### src/rtl/stream_mux_pkg.sv
// stream_mux_pkg: shared constants and helpers for the stream multiplexer.
//   MODE_FIXED / MODE_RR : values of the mode input
//   XFER_CNT_W           : width of the optional transfer counter
//   rr_idx()             : channel index reached k steps after base, modulo n
package stream_mux_pkg;

  localparam logic MODE_FIXED = 1'b0;
  localparam logic MODE_RR    = 1'b1;
  localparam int   XFER_CNT_W = 16;

  function automatic int rr_idx(input int base, input int k, input int n);
    return (base + k) % n;
  endfunction

endpackage

### src/rtl/stream_mux_if.sv
// stream_mux_if: input/output stream bundle of stream_mux.
//   in_data/in_valid/in_ready : CHANNELS source streams, channel i at [i*WIDTH +: WIDTH]
//   sel/mode                  : channel select (fixed mode) and arbitration mode
//   out_data/out_chan/out_valid/out_ready : registered output stream
// Modports: master = sources + sink side, slave = the multiplexer.
interface stream_mux_if #(
  parameter int WIDTH    = 2,
  parameter int CHANNELS = 4,
  parameter int SEL_W    = 2
);
  logic [CHANNELS*WIDTH-1:0] in_data;
  logic [CHANNELS-1:0]       in_valid;
  logic [CHANNELS-1:0]       in_ready;
  logic [SEL_W-1:0]          sel;
  logic                      mode;
  logic [WIDTH-1:0]          out_data;
  logic [SEL_W-1:0]          out_chan;
  logic                      out_valid;
  logic                      out_ready;

  modport master (
    output in_data, in_valid, sel, mode, out_ready,
    input  in_ready, out_data, out_chan, out_valid
  );

  modport slave (
    input  in_data, in_valid, sel, mode, out_ready,
    output in_ready, out_data, out_chan, out_valid
  );
endinterface

### src/rtl/stream_mux_rr_arbiter.sv
// rr_arbiter: combinational round-robin search.
//   req_i       : per-channel request
//   ptr_i       : last granted channel; search starts at ptr_i+1 and wraps
//   enable_i    : when low no grant is issued
//   gnt_valid_o : a channel was found
//   gnt_idx_o   : index of the granted channel (0 when none)
module rr_arbiter
  import stream_mux_pkg::*;
#(
  parameter int CHANNELS = 4,
  parameter int SEL_W    = 2
) (
  input  logic [CHANNELS-1:0] req_i,
  input  logic [SEL_W-1:0]    ptr_i,
  input  logic                enable_i,
  output logic                gnt_valid_o,
  output logic [SEL_W-1:0]    gnt_idx_o
);

  always_comb begin
    gnt_valid_o = 1'b0;
    gnt_idx_o   = '0;
    if (enable_i) begin
      // k = CHANNELS lands back on ptr itself, so the last granted channel
      // is still picked when it is the only requester.
      for (int k = 1; k <= CHANNELS; k++) begin
        if (!gnt_valid_o && req_i[rr_idx(int'(ptr_i), k, CHANNELS)]) begin
          gnt_valid_o = 1'b1;
          gnt_idx_o   = SEL_W'(rr_idx(int'(ptr_i), k, CHANNELS));
        end
      end
    end
  end

endmodule

### src/rtl/stream_mux.sv
// stream_mux: registered N-channel stream multiplexer with valid/ready on every
// input and on the output. One word per cycle is picked by explicit select
// (mode=0) or round-robin (mode=1) and held in a single-entry output register.
//   clk  : clock, rising edge
//   rst  : synchronous active-high reset
//   bus  : stream_mux_if.slave (inputs, select, mode, output stream)
//   xfer_cnt : accepted-output count, only with STREAM_MUX_STATS_EN defined
// Optional feature macro: STREAM_MUX_STATS_EN.
module stream_mux
  import stream_mux_pkg::*;
#(
  parameter int WIDTH    = 2,
  parameter int CHANNELS = 4,
  parameter int SEL_W    = 2
) (
  input  logic              clk,
  input  logic              rst,
  stream_mux_if.slave       bus
`ifdef STREAM_MUX_STATS_EN
  ,
  output logic [XFER_CNT_W-1:0] xfer_cnt
`endif
);

  logic             out_valid_q, out_valid_d;
  logic [WIDTH-1:0] out_data_q, out_data_d;
  logic [SEL_W-1:0] out_chan_q, out_chan_d;
  logic [SEL_W-1:0] ptr_q, ptr_d;

  logic             load, mode_rr, fix_valid;
  logic             arb_valid;
  logic [SEL_W-1:0] arb_idx;
  logic             gnt_valid;
  logic [SEL_W-1:0] gnt_idx;
  logic [WIDTH-1:0] gnt_data;

  assign mode_rr = (bus.mode == MODE_RR);
  // Reset forces load low so nothing is accepted during the reset cycle.
  assign load    = !rst && (!out_valid_q || bus.out_ready);

  rr_arbiter #(.CHANNELS(CHANNELS), .SEL_W(SEL_W)) u_arb (
    .req_i       (bus.in_valid),
    .ptr_i       (ptr_q),
    .enable_i    (load && mode_rr),
    .gnt_valid_o (arb_valid),
    .gnt_idx_o   (arb_idx)
  );

  // Compare against every legal index so an out-of-range sel simply never matches.
  always_comb begin
    fix_valid = 1'b0;
    for (int i = 0; i < CHANNELS; i++)
      if (bus.sel == SEL_W'(i) && bus.in_valid[i]) fix_valid = 1'b1;
  end

  assign gnt_valid = load && (mode_rr ? arb_valid : fix_valid);
  assign gnt_idx   = mode_rr ? arb_idx : bus.sel;

  always_comb begin
    bus.in_ready = '0;
    gnt_data     = '0;
    for (int i = 0; i < CHANNELS; i++) begin
      if (gnt_valid && gnt_idx == SEL_W'(i)) bus.in_ready[i] = 1'b1;
      if (gnt_idx == SEL_W'(i)) gnt_data = bus.in_data[i*WIDTH +: WIDTH];
    end
  end

  always_comb begin
    out_valid_d = out_valid_q;
    out_data_d  = out_data_q;
    out_chan_d  = out_chan_q;
    ptr_d       = ptr_q;
    if (gnt_valid) begin
      // Drain and refill in one cycle: no bubble.
      out_valid_d = 1'b1;
      out_data_d  = gnt_data;
      out_chan_d  = gnt_idx;
      if (mode_rr) ptr_d = gnt_idx;
    end else if (bus.out_ready) begin
      out_valid_d = 1'b0;
    end
  end

  always_ff @(posedge clk) begin
    if (rst) begin
      out_valid_q <= 1'b0;
      out_data_q  <= '0;
      out_chan_q  <= '0;
      ptr_q       <= SEL_W'(CHANNELS - 1);
    end else begin
      out_valid_q <= out_valid_d;
      out_data_q  <= out_data_d;
      out_chan_q  <= out_chan_d;
      ptr_q       <= ptr_d;
    end
  end

  assign bus.out_valid = out_valid_q;
  assign bus.out_data  = out_data_q;
  assign bus.out_chan  = out_chan_q;

`ifdef STREAM_MUX_STATS_EN
  logic [XFER_CNT_W-1:0] cnt_q;

  always_ff @(posedge clk) begin
    if (rst)                              cnt_q <= '0;
    else if (out_valid_q && bus.out_ready) cnt_q <= cnt_q + 1'b1;
  end

  assign xfer_cnt = cnt_q;
`endif

endmodule

### src/flat_wrapper.sv
// flat-port wrapper written by rule: the top's interface ports become plain ports
module stream_mux_flat import stream_mux_pkg::*;
#(
  parameter int WIDTH    = 2,
  parameter int CHANNELS = 4,
  parameter int SEL_W    = 2
)
  (clk, rst, bus_in_data, bus_in_valid, bus_sel, bus_mode, bus_out_ready, bus_in_ready, bus_out_data, bus_out_chan, bus_out_valid);
  stream_mux_if #(.WIDTH(WIDTH), .CHANNELS(CHANNELS), .SEL_W(SEL_W)) bus_i ();
  input  logic clk;
  input  logic rst;
  input wire logic [$bits(bus_i.in_data)-1:0] bus_in_data;
  input wire logic [$bits(bus_i.in_valid)-1:0] bus_in_valid;
  input wire logic [$bits(bus_i.sel)-1:0] bus_sel;
  input wire logic [$bits(bus_i.mode)-1:0] bus_mode;
  input wire logic [$bits(bus_i.out_ready)-1:0] bus_out_ready;
  output wire logic [$bits(bus_i.in_ready)-1:0] bus_in_ready;
  output wire logic [$bits(bus_i.out_data)-1:0] bus_out_data;
  output wire logic [$bits(bus_i.out_chan)-1:0] bus_out_chan;
  output wire logic [$bits(bus_i.out_valid)-1:0] bus_out_valid;
  assign bus_i.in_data = bus_in_data;
  assign bus_i.in_valid = bus_in_valid;
  assign bus_i.sel = bus_sel;
  assign bus_i.mode = bus_mode;
  assign bus_i.out_ready = bus_out_ready;
  assign bus_in_ready = bus_i.in_ready;
  assign bus_out_data = bus_i.out_data;
  assign bus_out_chan = bus_i.out_chan;
  assign bus_out_valid = bus_i.out_valid;
  stream_mux #(.WIDTH(WIDTH), .CHANNELS(CHANNELS), .SEL_W(SEL_W)) u_core (.clk(clk), .rst(rst), .bus(bus_i));
endmodule
### config.mk
export PLATFORM = sky130hd
export DESIGN_NAME = stream_mux_flat
export DESIGN_NICKNAME = d
export VERILOG_FILES = /design/src/rtl/stream_mux_pkg.sv /design/src/rtl/stream_mux_if.sv /design/src/rtl/stream_mux_rr_arbiter.sv /design/src/rtl/stream_mux.sv /design/src/flat_wrapper.sv
export SDC_FILE = /design/constraint.sdc
export NUM_CORES = 1
export LEC_CHECK = 0
export BUFFER_PORTS_ARGS = -buffer_cell sky130_fd_sc_hd__buf_2
export CORE_MARGIN = 4
export CORE_UTILIZATION = 44
export CTS_CLUSTER_DIAMETER = 60
export DETAILED_ROUTE_END_ITERATION = 10
export GPL_ROUTABILITY_DRIVEN = 0
export PLACE_DENSITY = 0.76
export SETUP_SLACK_MARGIN = 0.5
export SYNTH_ARGS = -nofsm -noshare
export SYNTH_HDL_FRONTEND = slang
export SYNTH_HIERARCHICAL = 1
export SYNTH_SLANG_ARGS = --single-unit
### constraint.sdc
create_clock -name clk -period 2.5 [get_ports clk]
set_input_delay 0.5 -clock clk [delete_from_list [all_inputs] [get_ports clk]]
set_output_delay 0.5 -clock clk [all_outputs]
set_load 0.05 [all_outputs]
# Word-level counts from Yosys, hierarchy flattened
# Index checks and enable logic that the tools add are counted.
# classes
muxes	41
addsub	4
n_reduce_logical	28
n_eq_ne	6
n_lt_le_gt_ge	4
n_bitwise	4
# ops
cell	n
$mux W1	27
$mux W2	10
$lt A3 B4 Y1 const B	4
$logic_and A1 B1 Y1	14
$bmux W1 S2	4
$eq A2 B2 Y1 const B	4
$reduce_or A2 Y1	4
$logic_not A1 Y1	5
$add A2 B1 Y2 const B	2
$add A2 B2 Y2 const B	2
$and A1 B1 Y1 const A	4
$eq A2 B1 Y1 const B	2
$logic_not A2 Y1	2
$reduce_and A2 Y1	1
$reduce_bool A2 Y1	1
$logic_or A1 B1 Y1	1
# totals
output_inout_bits	9
input_bits	18
regBits	7

# Logic depth before layout (Yosys ltp)
# Gate-level depths: netlist of the first run.
# logic_depth
ltp_word	26
ltp_mapped	9

# Modules after synthesis
# The synthesis of the first run kept the hierarchy.
# by_module_without_submodules
mod	cells_each	n_inst	seq_area_each_um2	area_each_um2
stream_mux	47	1	140.1	436.7
rr_arbiter	22	1	0.0	147.6

# Worst setup path before layout of the first run
# OpenSTA, ideal clock, no wires.
# synth_timing
path_kind	flip-flop to output port
startpoint	register u_core.out_valid_q, in the netlist u_core/bus.out_valid
endpoint	output bus_in_ready[0]
arrival_time_ns	2.607
path_buffers	0
path_slack_ns	-0.607
required_time_ns	2.000
stages_incl_launch_ff	7
path_cell_list	dfxtp_1 nand2b_1 and3_1 o41ai_2 a31oi_1 mux2_4 nor3_1
# synth_via
elab_chain_cells	9
elab_cells_between_ends	12
# synth_rtl
item	line	rtl
start, declared	stream_mux.sv:25	logic out_valid_q, out_valid_d;
start signal, assigned	stream_mux.sv:91	out_valid_q <= out_valid_d;
$logic_not A1 Y1	stream_mux.sv:39	assign load = !rst && (!out_valid_q || bus.out_ready);
$logic_or A1 B1 Y1	stream_mux.sv:39	
$logic_and A1 B1 Y1	stream_mux.sv:39	
$logic_and A1 B1 Y1	stream_mux.sv:44	.enable_i (load && mode_rr),
$mux W2	stream_mux_rr_arbiter.sv:23	if (enable_i) begin
net u_core.arb_idx[1]	stream_mux.sv:32	logic [SEL_W-1:0] arb_idx;
$mux W2	stream_mux.sv:57	assign gnt_idx = mode_rr ? arb_idx : bus.sel;
$logic_not A2 Y1	stream_mux.sv:63	if (gnt_valid && gnt_idx == SEL_W'(i)) bus.in_ready[i] = 1'b1;
$logic_and A1 B1 Y1	stream_mux.sv:63	
$mux W1	stream_mux.sv:63	
end, declared	flat_wrapper.sv:17	output wire logic [$bits(bus_i.in_ready)-1:0] bus_in_ready;
# The timed path passes the listed nets, and every way through them passes these cells.

# Worst setup path after layout of the first run
# layout_timing
startpoint	register u_core.ptr_q[0]
endpoint	output bus_in_ready[0]
# layout_via
elab_chain_cells	22
elab_cells_between_ends	41
# layout_rtl
item	line	rtl
start, declared	stream_mux.sv:28	logic [SEL_W-1:0] ptr_q, ptr_d;
start signal, assigned	stream_mux.sv:89	ptr_q <= SEL_W'(CHANNELS - 1);
start signal, assigned	stream_mux.sv:94	ptr_q <= ptr_d;
$add A2 B1 Y2	stream_mux_pkg.sv:12	return (base + k) % n;
$bmux W1 S2	stream_mux_rr_arbiter.sv:27	if (!gnt_valid_o && req_i[rr_idx(int'(ptr_i), k, CHANNELS)]) begin
$mux W1 (implied by the code) (2 in series)	stream_mux_rr_arbiter.sv:27	
$mux W1	stream_mux_rr_arbiter.sv:27	
$mux W1	stream_mux_rr_arbiter.sv:23	
$logic_not A1 Y1	stream_mux_rr_arbiter.sv:27	
$logic_and A1 B1 Y1	stream_mux_rr_arbiter.sv:27	
$mux W1	stream_mux_rr_arbiter.sv:27	
[... 6 more ...]	-	
$logic_and A1 B1 Y1	stream_mux_rr_arbiter.sv:27	
$mux W2 (*)	stream_mux_rr_arbiter.sv:27	
$mux W2 (*)	stream_mux_rr_arbiter.sv:23	
net u_core.arb_idx[1]	stream_mux.sv:32	
$mux W2 (*)	stream_mux.sv:57	
$logic_not A2 Y1 (*)	stream_mux.sv:63	
$logic_and A1 B1 Y1 (*)	stream_mux.sv:63	
$mux W1 (*)	stream_mux.sv:63	
# The timed path passes the listed nets; every way through them passes the cells marked *. The select of a mux whose other input is x is not followed.

==> summary.md, run 1 <==
| Metric | Value |
|---|---|
| Status | complete, no violations |
| Number of global-route vias before repair | 820 |
| Share of synthesized area occupied by flip-flops and latches | around a quarter |
| Power share of the sequential group | between 20% and 30% |
| Total iterations of the first detailed-routing run | 4 |
| Unrepaired setup endpoints after global routing | yes |
| Hold-critical path endpoint | u_core/bus.out_valid |
| Worst slew slack as a fraction of its limit | 73.7% |
| Proportion of layout cells with a drive suffix above 1 | about two thirds |
| Initial Utilization | around 50% |
| Deepest level of the CTS H-tree | 1 |
| Count of distinct cell types in the synthesized netlist | 26 |
| # DRC | 0 |
| Clock skew | slightly below 0.003 ns |
| Hold Crit Depth | 2 |
| Clock share of power | around a quarter |
| Number of max-capacitance violations reported | 0 |
| Hold Crit Class | primary input to register |
| Signed area change from the synthesized netlist to the final layout | 82.2% |
| Cells after DPL | between 100 and 150 |
| Clock latency of the later-clocked register in the worst-skew pair | 0.25 ns |
| Std-Cell Core Area | between 1000 and 1500 sq um |
| Final nets | 133 |
| Post-detailed-route wirelength per cell | 19.9 microns |
| Met3 Wirelength | 286 microns |
| Time the worst path needs with I/O delays and setup | 2.38 ns |
| Worst reg-to-reg setup slack | approximately 0.25 ns |
| Setup Crit Path Kind | register to primary output |
| Total GRT Usage | a little over a quarter |
| Kind of launch point of the worst setup path | register |
| Data arrival at the endpoint of the critical path | ~1.9 ns |
| Met2 WL post-DR | approximately 1300 microns |
| Leading post-synthesis cells by cell area | sky130_fd_sc_hd__dfxtp_1 (24%), sky130_fd_sc_hd__mux4_2 (7.7%), sky130_fd_sc_hd__mux2i_1 (6.9%) |
| Largest buffer count on any clock path | 2 |
| Residual overflow from global routing | 0 |
| Highest metal layer used by the detailed router | met4 |
| 1st-iter DRT viols | 50 |
| Proportion of power drawn by combinational gates | about 46% |
| Average via count per standard cell | 6.46 |
| Overall die width | 44.4 microns |
| Source of the worst hold timing path | rst |
| Die area | 1970 sq um |
| Post-Syn Area per Cell | approximately 8.5 sq um |
| Synthesized instance count | slightly below 70 |
| Pins Over Slew Limit | 0 |
| Buffers on Ports | 26 |
| Clock Root Buffer | sky130_fd_sc_hd__clkbuf_4 |
| Post-DP HPWL | about 1300 microns |
| Routed wire length | approximately 2500 microns |
| Number of antenna violations at the first check in global routing | 0 |
| Global-route wire length before repair | roughly 4000 microns |
| Worst-margin pin slew | between 0.3 and 0.4 ns |
| Pin count of the biggest net entering global routing | 10 |
| Post-Route Setup TNS | 0 ns |
| Count of boundary I/O pins | 27 |
| Worst slack at placement | between 0.0005 and 0.0006 ns |
| Cell row count | 12 |
| Achievable clock frequency | 420 MHz |
| Number of buffers inserted during clock tree synthesis | 3 |
| Reg2Reg Depth | 10 |
| Post-synthesis register bit count | 7 |
| Commonest non-fill, non-tap cells in the layout | sky130_fd_sc_hd__buf_2 (17), sky130_fd_sc_hd__buf_4 (17), sky130_fd_sc_hd__buf_6 (8) |
| Reg-to-reg endpoint | u_core/bus.out_data[0] |
| Total inserted antenna cells | 0 |
| Num Clock Sinks | 7 |
| CTS tree | done |
| Total of warnings raised by yosys | 6 |
| Area leader, netlist | sky130_fd_sc_hd__dfxtp_1 |
| Largest vdd supply drop | between 0.0002 and 0.00025 V |
| Synthesized netlist net count | 87 |
| Non-Filler Instances | between 100 and 150 |
| Reg2Reg Launch Point | u_core/ptr_q[0] |
| Int Pwr | about 270 uW |
| DR vias | just over 800 |
| Maximum fanout along the worst path | 5 |
| Pwr dens | about 400 nW/um^2 |
| Final setup slack of the worst path | ~0.12 ns |
| Final period util | between 90% and 100% |
| Fraction of synthesized cell area taken by the top area cell type | between 20% and 30% |
| Leakage dissipation | between 0.4 and 0.5 nW |
| Finish-stage setup viols | 0 |
| Fin. Hold Viols | 0 |
| Clock-pin slew on the worst setup and hold paths | about 0.060 ns |
| Total standard cell area after synthesis | slightly below 600 sq um |
| Data required time of the critical path | around 2.0 ns |
| Met1 WL | roughly 920 microns |
| Vertical die dimension | between 40 and 50 microns |
| CP endpoint kind | primary output |
| Final antenna-violating net count | 0 |
| Net switching fraction of the power | a little under two fifths |
| Net Sw Power | roughly 160 uW |
[critical path, stage by stage, from the launching register on]
cell and delay (ns):
sky130_fd_sc_hd__dfxtp_4 0.37, sky130_fd_sc_hd__nor2b_4 0.16, sky130_fd_sc_hd__a21oi_1 0.09, sky130_fd_sc_hd__o41ai_2 0.27, sky130_fd_sc_hd__a31oi_2 0.09, sky130_fd_sc_hd__mux2_4 0.32
sky130_fd_sc_hd__nor3_4 0.14, sky130_fd_sc_hd__buf_6 0.18
[final cells by class]
type	count	area, sq um
Multi-Input combinational cell	56	531
Timing Repair Buffer	43	323
Sequential cell	7	149
Fill cell	49	106
Clock buffer	4	26.3
Inverter	4	18.8
Tap cell	14	17.5
[synth_stat cells, drive strengths merged]
master  count
buf         2
nand3       5
a31oi       1
mux2        1
nor3b       2
o221ai      1
o22ai       2
a21oi       6
o211ai      4
o221a       1
and2        1
and3        1
o21ai       7
o41a        1
dfxtp       7
nand2       6
or2         1
o21a        1
mux4        2
nand2b      2
inv         4
nor3        4
nor2b       2
mux2i       4
o41ai       1
[registers in the layout (all words and copies together), names as in the netlist]
| register | flops |
|---|---|
| u_core/bus.out_chan | 2 |
| u_core/bus.out_data | 2 |
| u_core/bus.out_valid | 1 |
| u_core/ptr_q | 2 |
[power groups by stage]
stage | Clock, mW | Sequential (mW) | Combinational [mW]
3_3_place_gp | 0 | 0.128 | 0.146
6_report | 0.107 | 0.127 | 0.196
5_1_grt | 0.112 | 0.128 | 0.205
2_1_floorplan | 0 | 0.149 | 0.0848
3_5_place_dp | 0 | 0.129 | 0.147
4_1_cts | 0.101 | 0.127 | 0.172
[layer usage]
metal  track usage (%)  vias to the layer above
met5                 0                        -
met4              15.7                        0
met3              8.54                       14
met2              43.9                       74
met1              31.1                      381
li1                  -                      358
[how the worst max path moves through the flow]
| stage | cells after the start | to | start |
|---|---|---|---|
| 2_1_floorplan | 7 | bus_in_ready[0] | bus_out_ready |
| 3_3_place_gp | 8 | bus_in_ready[2] | bus_in_valid[0] |
| 3_5_place_dp | 8 | bus_in_ready[2] | bus_in_valid[1] |
| 4_1_cts | 9 | bus_in_ready[1] | bus_out_ready |
| 5_1_grt | 6 | bus_in_ready[0] | u_core/ptr_q[1] |
| 6_report | 7 | bus_in_ready[0] | u_core/ptr_q[0] |
[stage by stage]
| stage | cell area (sq um) | hold slack, ns | total power [mW] | utilization (%) |
|---|---|---|---|---|
| after global placement | 847 | 0.461 | 0.275 | 72.3 |
| after detailed placement | 847 | 0.480 | 0.276 | 72.3 |
| after CTS | 1010 | 0.420 | 0.400 | 85.9 |
| after floorplan | 677 | 0.508 | 0.233 | - |
| after global routing | 1060 | 0.423 | 0.445 | 90.9 |
| final | 1060 | 0.424 | 0.430 | 90.9 |
[cell families (layout without fill, tap and decap cells)]
| family | count (synthesis) | after routing | synth area share, % |
|---|---|---|---|
| muxes | 7 | 7 | 17.1 |
| buffers and inverters | 6 | 51 | 6.42 |
| AOI/OAI and AO/OA | 25 | 25 | 30.0 |
| DFF | 7 | 7 | 24.0 |
| and+or+nand+nor | 24 | 24 | 22.5 |
[timing repair]
| action | 4_1_cts | 5_1_grt |
|---|---|---|
| hold endpoints to repair | 0 | 0 |
| pin swaps | 6 | 7 |
| resized for setup | 24 | 9 |
| hold buffers | 0 | 0 |
| setup endpoints to repair | 6 | 6 |
| setup buffers | 7 | 4 |
(Power assumes the default switching activity.)
==> run 2: changes to the inputs <==
Settings changed: CORE_AREA set to 4 4 41 43, CORE_MARGIN 4 to not set, CORE_UTILIZATION 44 to not set, DIE_AREA set to 0 0 45 47, PLACE_DENSITY 0.76 to not set, PLACE_DENSITY_LB_ADDON set to 0.3.
Clock period 2.5 ns to 2.8 ns, I/O delays scaled along.
==> summary.md, run 2 (same netlist as run 1, synthesis figures left out) <==
| Metric | Value |
|---|---|
| Status | complete, no violations |
| Initial Utilization | 44.9% (-5.0 points) |
| Buffers on Ports | 26 (unchanged) |
| Source of the worst hold timing path | rst |
| Routed wire length | 2230 microns (-12%) |
| Largest vdd supply drop | 0.000250 V (+1.5%) |
| Cell row count | 13 (+1) |
| Post-Route Setup TNS | 0 ns (unchanged) |
| Residual overflow from global routing | 0 (unchanged) |
| Hold Crit Depth | 2 (unchanged) |
| 1st-iter DRT viols | 24 (-52%) |
| Final setup slack of the worst path | 0.301 ns (+0.180 ns) |
| Finish-stage setup viols | 0 (unchanged) |
| Number of max-capacitance violations reported | 0 (unchanged) |
| Reg-to-reg endpoint | u_core/bus.out_data[1] |
| # DRC | 0 (unchanged) |
| Pins Over Slew Limit | 0 (unchanged) |
| Maximum fanout along the worst path | 5 (unchanged) |
| Worst slew slack as a fraction of its limit | 72.7% (-1.0 points) |
| Pin count of the biggest net entering global routing | 10 (unchanged) |
| Achievable clock frequency | around 400 MHz |
| Met3 Wirelength | 200 microns (-30%) |
| Final design utilization | 78.2% (-13 points) |
| Total inserted antenna cells | 0 (unchanged) |
| Setup Crit Path Kind | primary input to primary output |
| Cells after DPL | 109 (-3.5%) |
| CP endpoint kind | primary output |
| Clock-pin slew on the worst setup and hold paths | 0.06 ns (about the same) |
| Time the worst path needs with I/O delays and setup | around 2.5 ns |
| Number of buffers inserted during clock tree synthesis | 3 (unchanged) |
| Num Clock Sinks | 7 (unchanged) |
| Post-DP HPWL | 1260 microns (-3.9%) |
| Leakage dissipation | 0.454 nW (-4.9%) |
| Clock latency of the later-clocked register in the worst-skew pair | 0.26 ns (about the same) |
| Data arrival at the endpoint of the critical path | 1.94 ns (+0.06 ns) |
| CTS tree | done |
| Leading cell type in the layout, fill and taps excluded | sky130_fd_sc_hd__buf_2 |
| Worst reg-to-reg setup slack | 0.52 ns (+0.27 ns) |
| Average via count per standard cell | 6.12 (-5.3%) |
| Signed area change from the synthesized netlist to the final layout | 74.1% |
| Kind of launch point of the worst setup path | primary input |
| Proportion of layout cells with a drive suffix above 1 | 59.5% (-6.3 points) |
| Highest metal layer used by the detailed router | met4 |
| Commonest non-fill, non-tap cells in the layout | sky130_fd_sc_hd__buf_2 (17), sky130_fd_sc_hd__buf_4 (14), sky130_fd_sc_hd__buf_6 (8) |
| Final nets | 130 (-2.3%) |
| Post-detailed-route wirelength per cell | 17.7 microns (-11%) |
| Overall die width | 45 microns (+1.3%) |
| Met2 WL post-DR | 1170 microns (-7.5%) |
| Deepest level of the CTS H-tree | 1 (unchanged) |
| Count of boundary I/O pins | 27 (unchanged) |
| Clock skew | 0.000843 ns (-0.00204 ns) |
| Global-route wire length before repair | 3280 microns (-16%) |
| Reg2Reg Depth | 9 (-1) |
| DR vias | 771 (-6.8%) |
| Fin. Hold Viols | 0 (unchanged) |
| Total GRT Usage | 21.8% (-5.3 points) |
| Worst-margin pin slew | 0.402 ns (+0.0183 ns) |
| Std-Cell Core Area | 1300 sq um (+11%) |
| Reg2Reg Launch Point | u_core/ptr_q[0] |
| Number of antenna violations at the first check in global routing | 0 (unchanged) |
| Final period util | between 80% and 90% |
| Number of global-route vias before repair | 741 (-9.6%) |
| Vertical die dimension | 47 microns (+5.8%) |
| Largest buffer count on any clock path | 2 (unchanged) |
| Unrepaired setup endpoints after global routing | yes |
| Hold Crit Class | primary input to register |
| Clock Root Buffer | sky130_fd_sc_hd__clkbuf_4 |
| Worst slack at placement | 0.154 ns (+0.154 ns) |
| Met1 WL | 783 microns (-15%) |
| Final antenna-violating net count | 0 (unchanged) |
| Non-Filler Instances | 126 (-1.6%) |
| Total iterations of the first detailed-routing run | 5 (+1) |
| Data required time of the critical path | 2.24 ns (+0.24 ns) |
| Pwr dens | 369 nW/um^2 (-8.7%) |
| Die area | 2120 sq um (+7.1%) |
| Hold-critical path endpoint | u_core/bus.out_valid |
-- run 2: area by class of cell --
cell class / instances / area (sq um)
flip-flops and latches: 7 / 143
repair buffers: 40 / 300
multi-input cells: 56 / 510
fillers: 79 / 284
well taps: 15 / 18.8
clock buffers: 4 / 26.3
inverters: 4 / 18.8
-- run 2: worst max-delay path by stage --
stage,startpoint,slack [ns],endpoint,cells after the start
6_report,rst,0.30,bus_in_ready[1],9
5_1_grt,u_core/ptr_q[0],0.21,bus_in_ready[2],7
4_1_cts,u_core/ptr_q[1],0.35,bus_in_ready[2],6
3_5_place_dp,bus_in_valid[1],0.15,bus_in_ready[2],8
3_3_place_gp,rst,0.18,bus_in_ready[1],9
2_1_floorplan,bus_out_ready,0.36,bus_in_ready[0],7
-- run 2: report_power, final --
part	leakage [nW]	internal (mW)	switching [mW]	total (mW)
logic	0.383	0.0710	0.0906	0.162
registers	0.0565	0.107	0.00666	0.114
clock network	0.0150	0.0549	0.0451	0.100
-- run 2: layer usage --
| metal | vias to the layer above | global-route usage [%] |
|---|---|---|
| li1 | 350 | - |
| met4 | 0 | 16.4 |
| met2 | 47 | 36.2 |
| met5 | - | 0 |
| met3 | 8 | 8.43 |
| met1 | 366 | 22.2 |
-- run 2: repair_timing --
item / CTS / global route
pin swaps: 2 / 2
hold buffers: 0 / 0
buffers inserted: 9 / 4
setup endpoints to repair: 4 / 6
gates resized for setup: 22 / 4
-- run 2: per-stage QoR --
stage | cell area [sq um] | hold slack (ns) | power (mW)
after floorplan | 672 | 0.508 | 0.207
after global placement | 806 | 0.461 | 0.238
after detailed placement | 806 | 0.466 | 0.240
after CTS | 975 | 0.469 | 0.359
after global routing | 1020 | 0.479 | 0.391
final | 1020 | 0.482 | 0.375
-- run 2: worst max-delay path: stages --
cell                         delay [ns]
sky130_fd_sc_hd__buf_6             0.11
sky130_fd_sc_hd__clkinvlp_4        0.07
sky130_fd_sc_hd__and3_4            0.20
sky130_fd_sc_hd__o41a_1            0.20
sky130_fd_sc_hd__nand2_2           0.09
sky130_fd_sc_hd__o221ai_4          0.09
sky130_fd_sc_hd__nand3_4           0.19
sky130_fd_sc_hd__nor3_4            0.23
sky130_fd_sc_hd__buf_6             0.18
